**config.mk**
```make
export PLATFORM = sky130hd
export DESIGN_NAME = wb_arbiter_flat
export DESIGN_NICKNAME = d
export VERILOG_FILES = /design/src/rtl/wb_arbiter_if.sv /design/src/rtl/wb_arbiter.sv /design/src/flat_wrapper.sv
export SDC_FILE = /design/constraint.sdc
export NUM_CORES = 1
export LEC_CHECK = 0
export BUFFER_PORTS_ARGS = -buffer_cell sky130_fd_sc_hd__buf_4
export CORE_ASPECT_RATIO = 0.8
export CORE_UTILIZATION = 35
export CTS_CLUSTER_DIAMETER = 120
export CTS_CLUSTER_SIZE = 20
export DETAILED_ROUTE_END_ITERATION = 8
export GPL_TIMING_DRIVEN = 0
export PLACE_DENSITY = 0.56
export SLEW_MARGIN = 40
export SYNTH_ARGS = -nofsm -noshare
export SYNTH_HDL_FRONTEND = slang
export SYNTH_SLANG_ARGS = --single-unit
```
**constraint.sdc**
```tcl
create_clock -name clk -period 5.21 [get_ports clk]
set_input_delay 0.2605 -clock clk [delete_from_list [all_inputs] [get_ports clk]]
set_output_delay 0.2605 -clock clk [all_outputs]
set_load 0.03 [all_outputs]
```
**src/rtl/wb_arbiter_if.sv**
```systemverilog
// rtl/wb_arbiter_if.sv - source/write-port bundle for the writeback arbiter
//
// Purpose: groups the result-source handshake and the two register-file
//          write ports of wb_arbiter into one interface.
// Signals:
//   stall                          backend stall
//   src_valid/src_preg/src_data    per-source result offer (packed by index)
//   src_ready                      per-source FIFO can accept
//   reg_to_update1/new_value1/update1   write port 1
//   reg_to_update2/new_value2/update2   write port 2
//   pending                        any source FIFO non-empty
// Modports: master drives the sources and observes the ports (bench / backend),
//           slave is the arbiter itself.

interface wb_arbiter_if #(
  parameter int NUM_SRC = 4,
  parameter int PREG_W  = 6,
  parameter int DATA_W  = 32
);
  logic                        stall;
  logic [NUM_SRC-1:0]          src_valid;
  logic [NUM_SRC*PREG_W-1:0]   src_preg;
  logic [NUM_SRC*DATA_W-1:0]   src_data;
  logic [NUM_SRC-1:0]          src_ready;
  logic [PREG_W-1:0]           reg_to_update1;
  logic [DATA_W-1:0]           new_value1;
  logic                        update1;
  logic [PREG_W-1:0]           reg_to_update2;
  logic [DATA_W-1:0]           new_value2;
  logic                        update2;
  logic                        pending;

  modport master (
    output stall, src_valid, src_preg, src_data,
    input  src_ready, reg_to_update1, new_value1, update1,
           reg_to_update2, new_value2, update2, pending
  );

  modport slave (
    input  stall, src_valid, src_preg, src_data,
    output src_ready, reg_to_update1, new_value1, update1,
           reg_to_update2, new_value2, update2, pending
  );
endinterface

```
**src/rtl/wb_arbiter.sv**
```systemverilog
// rtl/wb_arbiter.sv - round-robin writeback arbiter feeding two register-file write ports
//
// Purpose: buffers results from NUM_SRC execution units in per-source FIFOs
//          and each cycle grants up to two FIFO heads, round-robin, onto the
//          register file's two write ports (registered outputs).
// Ports:
//   clk    clock, all state on posedge
//   reset  synchronous active-high reset
//   bus    wb_arbiter_if.slave: source handshake in, write ports/pending out

module wb_arbiter #(
  parameter int NUM_SRC = 4,
  parameter int PREG_W  = 6,
  parameter int DATA_W  = 32,
  parameter int QDEPTH  = 2
) (
  input  logic            clk,
  input  logic            reset,
  wb_arbiter_if.slave     bus
);

  localparam int SW = $clog2(NUM_SRC);
  localparam int AW = $clog2(QDEPTH);
  localparam int CW = AW + 1;
  localparam int EW = PREG_W + DATA_W;
  localparam logic [CW-1:0] QDEPTH_C = CW'(QDEPTH);
  localparam logic [SW:0]   NUM_C    = (SW+1)'(NUM_SRC);

  // (base + off) mod NUM_SRC, valid for base < NUM_SRC and off <= NUM_SRC
  function automatic logic [SW-1:0] add_mod(input logic [SW-1:0] base,
                                            input logic [SW:0]   off);
    logic [SW:0] sum;
    sum = {1'b0, base} + off;
    if (sum >= NUM_C) sum = sum - NUM_C;
    return sum[SW-1:0];
  endfunction

  logic [NUM_SRC-1:0] ready;
  logic [NUM_SRC-1:0] nonempty;
  logic [NUM_SRC-1:0] deq;
  logic [EW-1:0]      head [NUM_SRC];

  logic [SW-1:0]      rr_ptr;
  logic               g1_valid, g2_valid;
  logic [SW-1:0]      g1_idx, g2_idx;
  logic [SW-1:0]      scan_idx;
  logic [SW-1:0]      rr_next;

  // Per-source FIFOs; src_ready looks only at the stored count so a full
  // FIFO being drained this cycle still refuses a new entry.
  for (genvar i = 0; i < NUM_SRC; i++) begin : g_src
    logic [EW-1:0] mem [QDEPTH];
    logic [AW-1:0] wr_ptr;
    logic [AW-1:0] rd_ptr;
    logic [CW-1:0] count;
    logic          enq;

    assign ready[i]    = count < QDEPTH_C;
    assign nonempty[i] = count != '0;
    assign enq         = bus.src_valid[i] && ready[i];
    assign head[i]     = mem[rd_ptr];

    always_ff @(posedge clk) begin
      if (reset) begin
        wr_ptr <= '0;
        rd_ptr <= '0;
        count  <= '0;
      end else begin
        if (enq) begin
          mem[wr_ptr] <= {bus.src_preg[i*PREG_W +: PREG_W],
                          bus.src_data[i*DATA_W +: DATA_W]};
          wr_ptr      <= wr_ptr + 1'b1;
        end
        if (deq[i]) rd_ptr <= rd_ptr + 1'b1;
        case ({enq, deq[i]})
          2'b10:   count <= count + 1'b1;
          2'b01:   count <= count - 1'b1;
          default: count <= count;
        endcase
      end
    end
  end

  assign bus.src_ready = ready;
  assign bus.pending   = |nonempty;

  // Scan starting at rr_ptr; the first two non-empty sources win ports 1 and 2.
  always_comb begin
    g1_valid = 1'b0;
    g1_idx   = '0;
    g2_valid = 1'b0;
    g2_idx   = '0;
    scan_idx = '0;
    deq      = '0;
    if (!bus.stall) begin
      for (int k = 0; k < NUM_SRC; k++) begin
        scan_idx = add_mod(rr_ptr, (SW+1)'(k));
        if (nonempty[scan_idx]) begin
          if (!g1_valid) begin
            g1_valid = 1'b1;
            g1_idx   = scan_idx;
          end else if (!g2_valid) begin
            g2_valid = 1'b1;
            g2_idx   = scan_idx;
          end
        end
      end
    end
    if (g1_valid) deq[g1_idx] = 1'b1;
    if (g2_valid) deq[g2_idx] = 1'b1;
    rr_next = add_mod(g2_valid ? g2_idx : g1_idx, (SW+1)'(1));
  end

  // Unused ports drop update but keep their last tag/data.
  always_ff @(posedge clk) begin
    if (reset) begin
      rr_ptr             <= '0;
      bus.update1        <= 1'b0;
      bus.update2        <= 1'b0;
      bus.reg_to_update1 <= '0;
      bus.new_value1     <= '0;
      bus.reg_to_update2 <= '0;
      bus.new_value2     <= '0;
    end else begin
      bus.update1 <= g1_valid;
      bus.update2 <= g2_valid;
      if (g1_valid) begin
        bus.reg_to_update1 <= head[g1_idx][EW-1 -: PREG_W];
        bus.new_value1     <= head[g1_idx][DATA_W-1:0];
        rr_ptr             <= rr_next;
      end
      if (g2_valid) begin
        bus.reg_to_update2 <= head[g2_idx][EW-1 -: PREG_W];
        bus.new_value2     <= head[g2_idx][DATA_W-1:0];
      end
    end
  end

endmodule

```
**src/flat_wrapper.sv**
```systemverilog
// flat-port wrapper written by rule: the top's interface ports become plain ports
module wb_arbiter_flat 
#(
  parameter int NUM_SRC = 4,
  parameter int PREG_W  = 6,
  parameter int DATA_W  = 32,
  parameter int QDEPTH  = 2
)
  (clk, reset, bus_stall, bus_src_valid, bus_src_preg, bus_src_data, bus_src_ready, bus_reg_to_update1, bus_new_value1, bus_update1, bus_reg_to_update2, bus_new_value2, bus_update2, bus_pending);
  wb_arbiter_if #(.NUM_SRC(NUM_SRC), .PREG_W(PREG_W), .DATA_W(DATA_W)) bus_i ();
  input  logic clk;
  input  logic reset;
  input wire logic [$bits(bus_i.stall)-1:0] bus_stall;
  input wire logic [$bits(bus_i.src_valid)-1:0] bus_src_valid;
  input wire logic [$bits(bus_i.src_preg)-1:0] bus_src_preg;
  input wire logic [$bits(bus_i.src_data)-1:0] bus_src_data;
  output wire logic [$bits(bus_i.src_ready)-1:0] bus_src_ready;
  output wire logic [$bits(bus_i.reg_to_update1)-1:0] bus_reg_to_update1;
  output wire logic [$bits(bus_i.new_value1)-1:0] bus_new_value1;
  output wire logic [$bits(bus_i.update1)-1:0] bus_update1;
  output wire logic [$bits(bus_i.reg_to_update2)-1:0] bus_reg_to_update2;
  output wire logic [$bits(bus_i.new_value2)-1:0] bus_new_value2;
  output wire logic [$bits(bus_i.update2)-1:0] bus_update2;
  output wire logic [$bits(bus_i.pending)-1:0] bus_pending;
  assign bus_i.stall = bus_stall;
  assign bus_i.src_valid = bus_src_valid;
  assign bus_i.src_preg = bus_src_preg;
  assign bus_i.src_data = bus_src_data;
  assign bus_src_ready = bus_i.src_ready;
  assign bus_reg_to_update1 = bus_i.reg_to_update1;
  assign bus_new_value1 = bus_i.new_value1;
  assign bus_update1 = bus_i.update1;
  assign bus_reg_to_update2 = bus_i.reg_to_update2;
  assign bus_new_value2 = bus_i.new_value2;
  assign bus_update2 = bus_i.update2;
  assign bus_pending = bus_i.pending;
  wb_arbiter #(.NUM_SRC(NUM_SRC), .PREG_W(PREG_W), .DATA_W(DATA_W), .QDEPTH(QDEPTH)) u_core (.clk(clk), .reset(reset), .bus(bus_i));
endmodule
```
# After elaboration in Yosys (flattened, before gate mapping)
# Memory sizes are Yosys's and may differ from the RTL's. A register that Yosys moved wholly into a read port is not among the register bits.
# Index checks and enable logic that the tools add are counted.
[op_classes]
n_addsub = 25
n_lt_le_gt_ge = 19
n_eq_ne = 8
muxes = 90
bitwise = 3
n_reduce_logical = 15
[ops]
columns = ["op", "n"]
rows = [
  ["$bmux W38 S2", 2],
  ["$mux W38", 4],
  ["$mux W2", 28],
  ["$mux W1", 44],
  ["$ge A3 B3 Y1 const B", 6],
  ["$lt A2 B3 Y1 const B", 6],
  ["$sub A2 B1 Y2 const B", 9],
  ["$pmux W2 S2", 4],
  ["$reduce_bool A2 Y1", 8],
  ["$add A1 B1 Y1 const B", 8],
  ["$add A2 B1 Y2 const B", 4],
  ["$bmux W1 S2", 4],
  ["$eq A2 B1 Y1 const B", 4],
  ["$eq A2 B2 Y1 const B", 4],
  ["$lt A2 B2 Y1 const B", 4],
  ["$mux W4", 2],
  ["$add A2 B1 Y3 const B", 2],
  ["$add A2 B2 Y3 const B", 2],
  ["$logic_and A1 B1 Y1", 6],
  ["$not A2 Y3", 2],
  ["$demux W1 S2", 2],
  ["$ge A2 B1 Y1 const B", 2],
  ["$or A4 B4 Y4", 1],
  ["$reduce_or A4 Y1", 1],
  ["$ge A2 B3 Y1 const B", 1],
]
[word_totals]
regBits = 96
mem_bits_rw = 304
input_bits = 159
output_inout_bits = 83
wordCells = 183
n_memories = 4
[memory_table]
columns = ["name", "depth", "width", "rd", "rd_ports_with_merged_regs", "write_ports", "line", "rtl"]
rows = [
  ["u_core.g_src[0].mem", 2, 38, 1, 1, 1, "wb_arbiter.sv:52", "logic [EW-1:0] mem [QDEPTH];"],
  ["u_core.g_src[1].mem", 2, 38, 1, 1, 1, "wb_arbiter.sv:52", ""],
  ["u_core.g_src[2].mem", 2, 38, 1, 1, 1, "wb_arbiter.sv:52", ""],
  ["u_core.g_src[3].mem", 2, 38, 1, 1, 1, "wb_arbiter.sv:52", ""],
]

# Logic depth before layout (Yosys ltp)
[depth]
ltp_word = 25
mapped_depth = 15
depth_no_buf = 13

# Worst setup path before layout
# Ideal clock, no wire load.
[synth_timing]
kind = "register -> register"
from = "register u_core.g_src[0].count[1]"
to = "memory u_core.g_src[0].mem[1][0] (netlist bit), enable pin"
setup_time_ns = 0.489
t_arrival_ns = 3.740
required_ns = 4.721
path_slack_ns = 0.982
path_stages_with_launch = 5
n_path_buf = 1
synth_period_minus_slack_ns = 4.228
cell_sequence = "dfxtp_1 > buf_2 > inv_1 > nand2_1 > nor3b_1"
[synth_via]
elab_chain_len = 5
[synth_lines]
columns = ["item", "line", "rtl"]
rows = [
  ["start: declaration", "wb_arbiter.sv:55", "logic [CW-1:0] count;"],
  ["start signal: assignment", "wb_arbiter.sv:76", "2'b10: count <= count + 1'b1;"],
  ["start signal: assignment", "wb_arbiter.sv:77", "2'b01: count <= count - 1'b1;"],
  ["start signal: assignment", "wb_arbiter.sv:78", "default: count <= count;"],
  ["$lt A2 B2 Y1", "wb_arbiter.sv:58", "assign ready[i] = count < QDEPTH_C;"],
  ["named net bus_src_ready[0]", "flat_wrapper.sv:17", "output wire logic [$bits(bus_i.src_ready)-1:0] bus_src_ready;"],
  ["$logic_and A1 B1 Y1", "wb_arbiter.sv:60", "assign enq = bus.src_valid[i] && ready[i];"],
  ["$mux W1", "wb_arbiter.sv:69", "if (enq) begin"],
  ["$mux W1", "wb_arbiter.sv:64", "if (reset) begin"],
  ["$mux W1 (implied by the code)", "wb_arbiter.sv:70", "mem[wr_ptr] <= {bus.src_preg[i*PREG_W +: PREG_W],"],
  ["end: declaration", "wb_arbiter.sv:52", ""],
]
# The timed path passes the listed nets, and every way through them passes these cells.

# Final worst setup path
[layout_timing]
from = "register u_core.rr_ptr[0]"
to = "register u_core.g_src[1].count[1]"
[layout_via]
elab_chain_len = 25
word_cells_on_any_way = 79
classes_between = "7 x add/sub; 8 x order compare; 2 x eq/ne; 58 x mux; 1 x bitwise; 3 x reduce/logical"
[layout_lines]
columns = ["item", "line", "rtl"]
rows = [
  ["start: declaration", "wb_arbiter.sv:43", "logic [SW-1:0] rr_ptr;"],
  ["start signal: assignment", "wb_arbiter.sv:130", "rr_ptr <= rr_next;"],
  ["$ge A2 B3 Y1 / $sub A2 B1 Y2 (equally long branches)", "wb_arbiter.sv:34", "if (sum >= NUM_C) sum = sum - NUM_C;"],
  ["$mux W2", "wb_arbiter.sv:34", ""],
  ["$mux W2", "wb_arbiter.sv:95", "if (!bus.stall) begin"],
  ["$bmux W1 S2", "wb_arbiter.sv:98", "if (nonempty[scan_idx]) begin"],
  ["$mux W1 (implied by the code)", "wb_arbiter.sv:98", ""],
  ["$mux W1", "wb_arbiter.sv:98", ""],
  ["$mux W1", "wb_arbiter.sv:95", ""],
  ["$mux W1", "wb_arbiter.sv:99", "if (!g1_valid) begin"],
  ["(+10 left out)", "-", ""],
  ["$logic_and A1 B1 Y1 (implied by the code)", "wb_arbiter.sv:110", "if (g2_valid) deq[g2_idx] = 1'b1;"],
  ["$mux W1 (implied by the code)", "wb_arbiter.sv:110", ""],
  ["$demux W1 S2", "-", ""],
  ["$or A4 B4 Y4 (no source line)", "-", ""],
  ["$mux W4 *", "wb_arbiter.sv:110", ""],
  ["named net u_core.deq[1]", "wb_arbiter.sv:40", "logic [NUM_SRC-1:0] deq;"],
  ["$eq A2 B1 Y1 / $eq A2 B2 Y1 (equally long branches)", "wb_arbiter.sv:75", "case ({enq, deq[i]})"],
  ["$pmux W2 S2 / $reduce_bool A2 Y1 (equally long branches)", "-", ""],
  ["end signal: assignment", "wb_arbiter.sv:76", ""],
  ["end signal: assignment", "wb_arbiter.sv:77", ""],
  ["end signal: assignment", "wb_arbiter.sv:78", ""],
  ["end: declaration", "wb_arbiter.sv:55", ""],
]
# The timed path passes the listed nets; every way through them passes the cells marked *. The select of a mux whose other input is x is not followed.
# A chain may end at the register's enable or synchronous reset.

==> impl_metrics.prom <==
# TYPE chip_impl_metric gauge
chip_impl_metric{name="synth_sequential_area_ratio",unit="%"} 64.8
chip_impl_metric{name="initial_utilization",unit="%"} 35.5
chip_impl_metric{name="grt_pass1_wl",unit="mm"} 79.7
chip_impl_metric{name="max-vdd-ir-drop",unit="mV"} 0.253
chip_impl_metric{name="synth_warnings",unit=""} 0
chip_impl_metric{name="post_synth_num_cell_types",unit=""} 60
chip_impl_metric{name="slew_viol_final",unit=""} 0
chip_impl_metric{name="worst_case_headroom_to_the_max_slew_limit",unit="%"} 42.7
chip_impl_metric{name="core_area",unit="sq um"} 48400
chip_impl_metric{name="critical_path_required",unit="ns"} 5.72
chip_impl_metric{name="path_buf_inv",unit=""} 3
chip_impl_info{name="crit_path_cell_trace",value="clkbuf_1 > inv_1 > o211a_1 > a21oi_1 > ha_1 > a41oi_1 > o31ai_1 > nand4_1 > buf_2 > o22ai_2 > ha_1 > or3_1 > a21oi_1"} 1
chip_impl_info{name="yosysTopAreaCell",value="edfxtp_1"} 1
chip_impl_metric{name="final_number_of_hold_violating_endpoints",unit=""} 0
chip_impl_metric{name="num-fill-cells",unit=""} 4265
chip_impl_metric{name="hpwlAfterDp",unit="mm"} 40.2
chip_impl_metric{name="route.detailed.wl_per_inst",unit="um"} 23.9
chip_impl_metric{name="layout_min_cycle_time",unit="ns"} 3.86
chip_impl_metric{name="largest_net_degree_at_the_start_of_global_routing",unit=""} 22
chip_impl_metric{name="detail-route-antenna-nets",unit=""} 0
chip_impl_metric{name="muxShareOfSynthArea",unit="%"} 17.2
chip_impl_info{name="synth.most_common_cell",value="edfxtp_1"} 1
chip_impl_info{name="end_kind",value="register"} 1
chip_impl_metric{name="crit_path_max_fanout",unit=""} 10
chip_impl_metric{name="drv_cap",unit=""} 0
chip_impl_metric{name="globalRoute.totalOverflow",unit=""} 0
chip_impl_metric{name="drt-pass1-iter-count",unit=""} 5
chip_impl_metric{name="area_delta_synth_final",unit="%"} 30.8
chip_impl_info{name="path_class",value="register to register"} 1
chip_impl_metric{name="timing.clock.skew",unit="ns"} 0.0370
chip_impl_metric{name="die_area",unit="sq um"} 50000
chip_impl_metric{name="drive_gt1_share",unit="%"} 27.1
chip_impl_metric{name="syn_area_per_cell",unit="sq um"} 14.5
chip_impl_info{name="top_cells_by_instance_count_after_synthesis",value="edfxtp_1 (304), mux2i_1 (231), dfxtp_1 (100), nor2_1 (96), a211oi_1 (61)"} 1
chip_impl_info{name="synth.area.top_cells",value="edfxtp_1 (53%), mux2i_1 (13%), dfxtp_1 (12%), a211oi_1 (2.7%), mux4_2 (2.1%)"} 1
chip_impl_info{name="result_of_the_run",value="finished clean"} 1
chip_impl_info{name="clock_tree_from_tritoncts",value="built"} 1
chip_impl_metric{name="report.final.setup_viol",unit=""} 0
chip_impl_metric{name="rows",unit=""} 72
chip_impl_metric{name="floorplan.die.height",unit="um"} 200
chip_impl_metric{name="post_synth_inst_count",unit=""} 1185
chip_impl_metric{name="drc",unit=""} 0
chip_impl_metric{name="portBuffers",unit=""} 240
chip_impl_metric{name="synthArstFlopShare",unit="%"} 0
chip_impl_metric{name="post_synth_fa_ha_maj_area_fraction",unit="%"} 0.437
chip_impl_info{name="combinational_family_with_the_most_area_after_synthesis",value="multiplexers"} 1
chip_impl_metric{name="cts.reportedPaths.clkPinSlew",unit="ns"} 0.09
chip_impl_metric{name="power.static_leakage",unit="nW"} 8.34
chip_impl_metric{name="synth_edf_count",unit=""} 304
chip_impl_metric{name="cts_resized",unit=""} 0
chip_impl_metric{name="max_stage_delay",unit="ns"} 0.44
chip_impl_metric{name="clkLatencyLatePin",unit="ns"} 0.57
chip_impl_metric{name="areal_power_density_over_the_cells",unit="nW/um^2"} 539
chip_impl_info{name="cell_family_contributing_the_most_delay_on_the_critical_path",value="compound AO/OA/AOI/OAI gates"} 1
chip_impl_metric{name="cts-buffers-inserted",unit=""} 24
chip_impl_metric{name="ios",unit=""} 242
chip_impl_metric{name="totalWireLength",unit="mm"} 55.3
chip_impl_metric{name="antenna_violations_before_repair",unit=""} 3
chip_impl_metric{name="track_usage",unit="%"} 21.7
chip_impl_metric{name="max_slew.worst_pin.slew",unit="ns"} 0.859
chip_impl_metric{name="cp_data_arrival_time",unit="ns"} 4.37
chip_impl_info{name="grt_setup_unrepaired",value="false"} 1
chip_impl_metric{name="detail_route.vias_per_cell",unit=""} 5.19
chip_impl_metric{name="setup_ws",unit="ns"} 1.35
chip_impl_info{name="critPathLaunchType",value="register"} 1
chip_impl_metric{name="detailedRoute.firstIterationViolations",unit=""} 855
chip_impl_metric{name="grt_pass1_vias",unit=""} 12100
chip_impl_info{name="clock_tree.root_cell",value="clkbuf_16"} 1
chip_impl_metric{name="synth_simple_gate_area_share",unit="%"} 5.53
chip_impl_info{name="synth_flop_cell",value="edfxtp_1"} 1
chip_impl_metric{name="yosysTopAreaCellShare",unit="%"} 53.1
chip_impl_metric{name="synthXorXnorAreaFrac",unit="%"} 0.612
chip_impl_metric{name="placement.setup.worst_slack",unit="ns"} 1.47
chip_impl_metric{name="synthesis.nets",unit=""} 1350
chip_impl_info{name="cp_slowest_cell",value="nand4_1"} 1
chip_impl_metric{name="finish.net_count",unit=""} 1830
chip_impl_metric{name="clock_tree.buffer_depth",unit=""} 3
chip_impl_metric{name="max_freq",unit="MHz"} 259
chip_impl_metric{name="postLayoutCoreUtil",unit="%"} 46.5
chip_impl_metric{name="die_width",unit="um"} 250
chip_impl_metric{name="vias_post_dr",unit=""} 12000
chip_impl_metric{name="synth.ff_latch_count",unit=""} 404
chip_impl_metric{name="finalWeightedCongestion",unit=""} 0.837
chip_impl_metric{name="mappedNetlistArea",unit="sq um"} 17200
chip_impl_metric{name="synth-compound-area-share",unit="%"} 9.02
chip_impl_metric{name="cts_sinks",unit=""} 404
chip_impl_info{name="holdCritPathClass",value="input pin to register"} 1
chip_impl_metric{name="htree_levels",unit=""} 1
chip_impl_metric{name="fin_crit_sh",unit="%"} 74.2
[worst paths after layout]
path,start,end,slack [ns],cells after the start
max reg2reg,u_core.rr_ptr[0]$_SDFFE_PP0P_,u_core.g_src[1].count[1]$_SDFFE_PP0P_,1.35,13
min,bus_src_valid[1],u_core.g_src[1].wr_ptr$_SDFFE_PP0P_,0.19,4
max,u_core.rr_ptr[0]$_SDFFE_PP0P_,u_core.g_src[1].count[1]$_SDFFE_PP0P_,1.35,13
min reg2reg,u_core.bus.new_value2[18]$_SDFFE_PP0P_,u_core.bus.new_value2[18]$_SDFFE_PP0P_,0.48,2
[power by group]
group	internal, mW	switching [mW]	leakage (nW)	total [mW]
logic	2.21	3.61	4.39	5.82
clock network	0.910	1.08	0.335	1.99
registers	4.00	0.306	3.61	4.31
total	7.13	4.99	8.34	12.1
[cell type report]
type	instances	area, sq um	share of cell area, %
Antenna cell	1	2.50	0.0111
Buffer	85	413	1.84
Clock buffer	42	689	3.07
Clock inverter	1	16.3	0.0724
Inverter	7	26.3	0.117
Multi-Input combinational cell	689	5680	25.3
Sequential cell	404	11100	49.5
Tap cell	629	787	3.50
Timing Repair Buffer	454	3730	16.6
[tightest hold or removal path, stage by stage]
cell and delay (ns):
buf_4 0.08, nand2_1 0.16, xor2_1 0.17, nor2_1 0.05
[repair_timing]
item | in CTS | in global routing
setup buffers | 0 | 0
hold endpoints to repair | 304 | 0
hold buffers | 152 | 0
[cell families after synthesis]
family / count (synthesis)
XOR/XNOR: 12
multiplexers: 272
adder cells (fa/ha/maj): 6
AND/OR/NAND/NOR: 205
AO/OA/AOI/OAI: 194
buffers and inverters: 92
flip-flops: 404
[routing by layer]
layer	up-vias	part of all wire [%]	GRT usage, %
met1	6073	48	31.0
met2	323	46	34.5
met5	-	0.022	0
li1	5528	-	-
met4	2	2.2	5.29
met3	74	4.6	3.12
[metrics by stage]
step	cell area (sq um)	std cells	TNS [ns]	hold WS (ns)	power, mW
6_report	22500	2312	0	0.187	12.1
5_1_grt	22500	2312	0	0.214	12.7
4_1_cts	22500	2311	0	0.161	12.1
3_5_place_dp	20200	2116	0	0.448	10.1
3_3_place_gp	19800	2054	-690.96	0.446	10.0
2_1_floorplan	17200	1185	0	0.359	7.99
[layout by cell type, fill, tap and decap left out, drive strengths merged, types with 25 or more instances in the layout]
master | Yosys | layout
mux2i | 231 | 231
a211o | 33 | 33
a211oi | 70 | 70
nand2 | 43 | 43
dfxtp | 100 | 100
edfxtp | 304 | 304
clkbuf | 47 | 90
dlygate4sd3 | 0 | 152
mux2 | 25 | 25
nor2 | 98 | 98
buf | 38 | 339
[sequential cells by signal, summed over array words and instances (netlist names), named ones only]
register,flops
u_core.bus.reg_to_update2,6
u_core.g_src.mem,304
u_core.g_src.wr_ptr,4
u_core.bus.update1,1
u_core.bus.new_value1,32
u_core.g_src.rd_ptr,4
u_core.bus.new_value2,32
u_core.bus.reg_to_update1,6
u_core.bus.update2,1
u_core.rr_ptr,2
u_core.g_src.count,8
No activity file was read; power rests on OpenSTA's default activity.
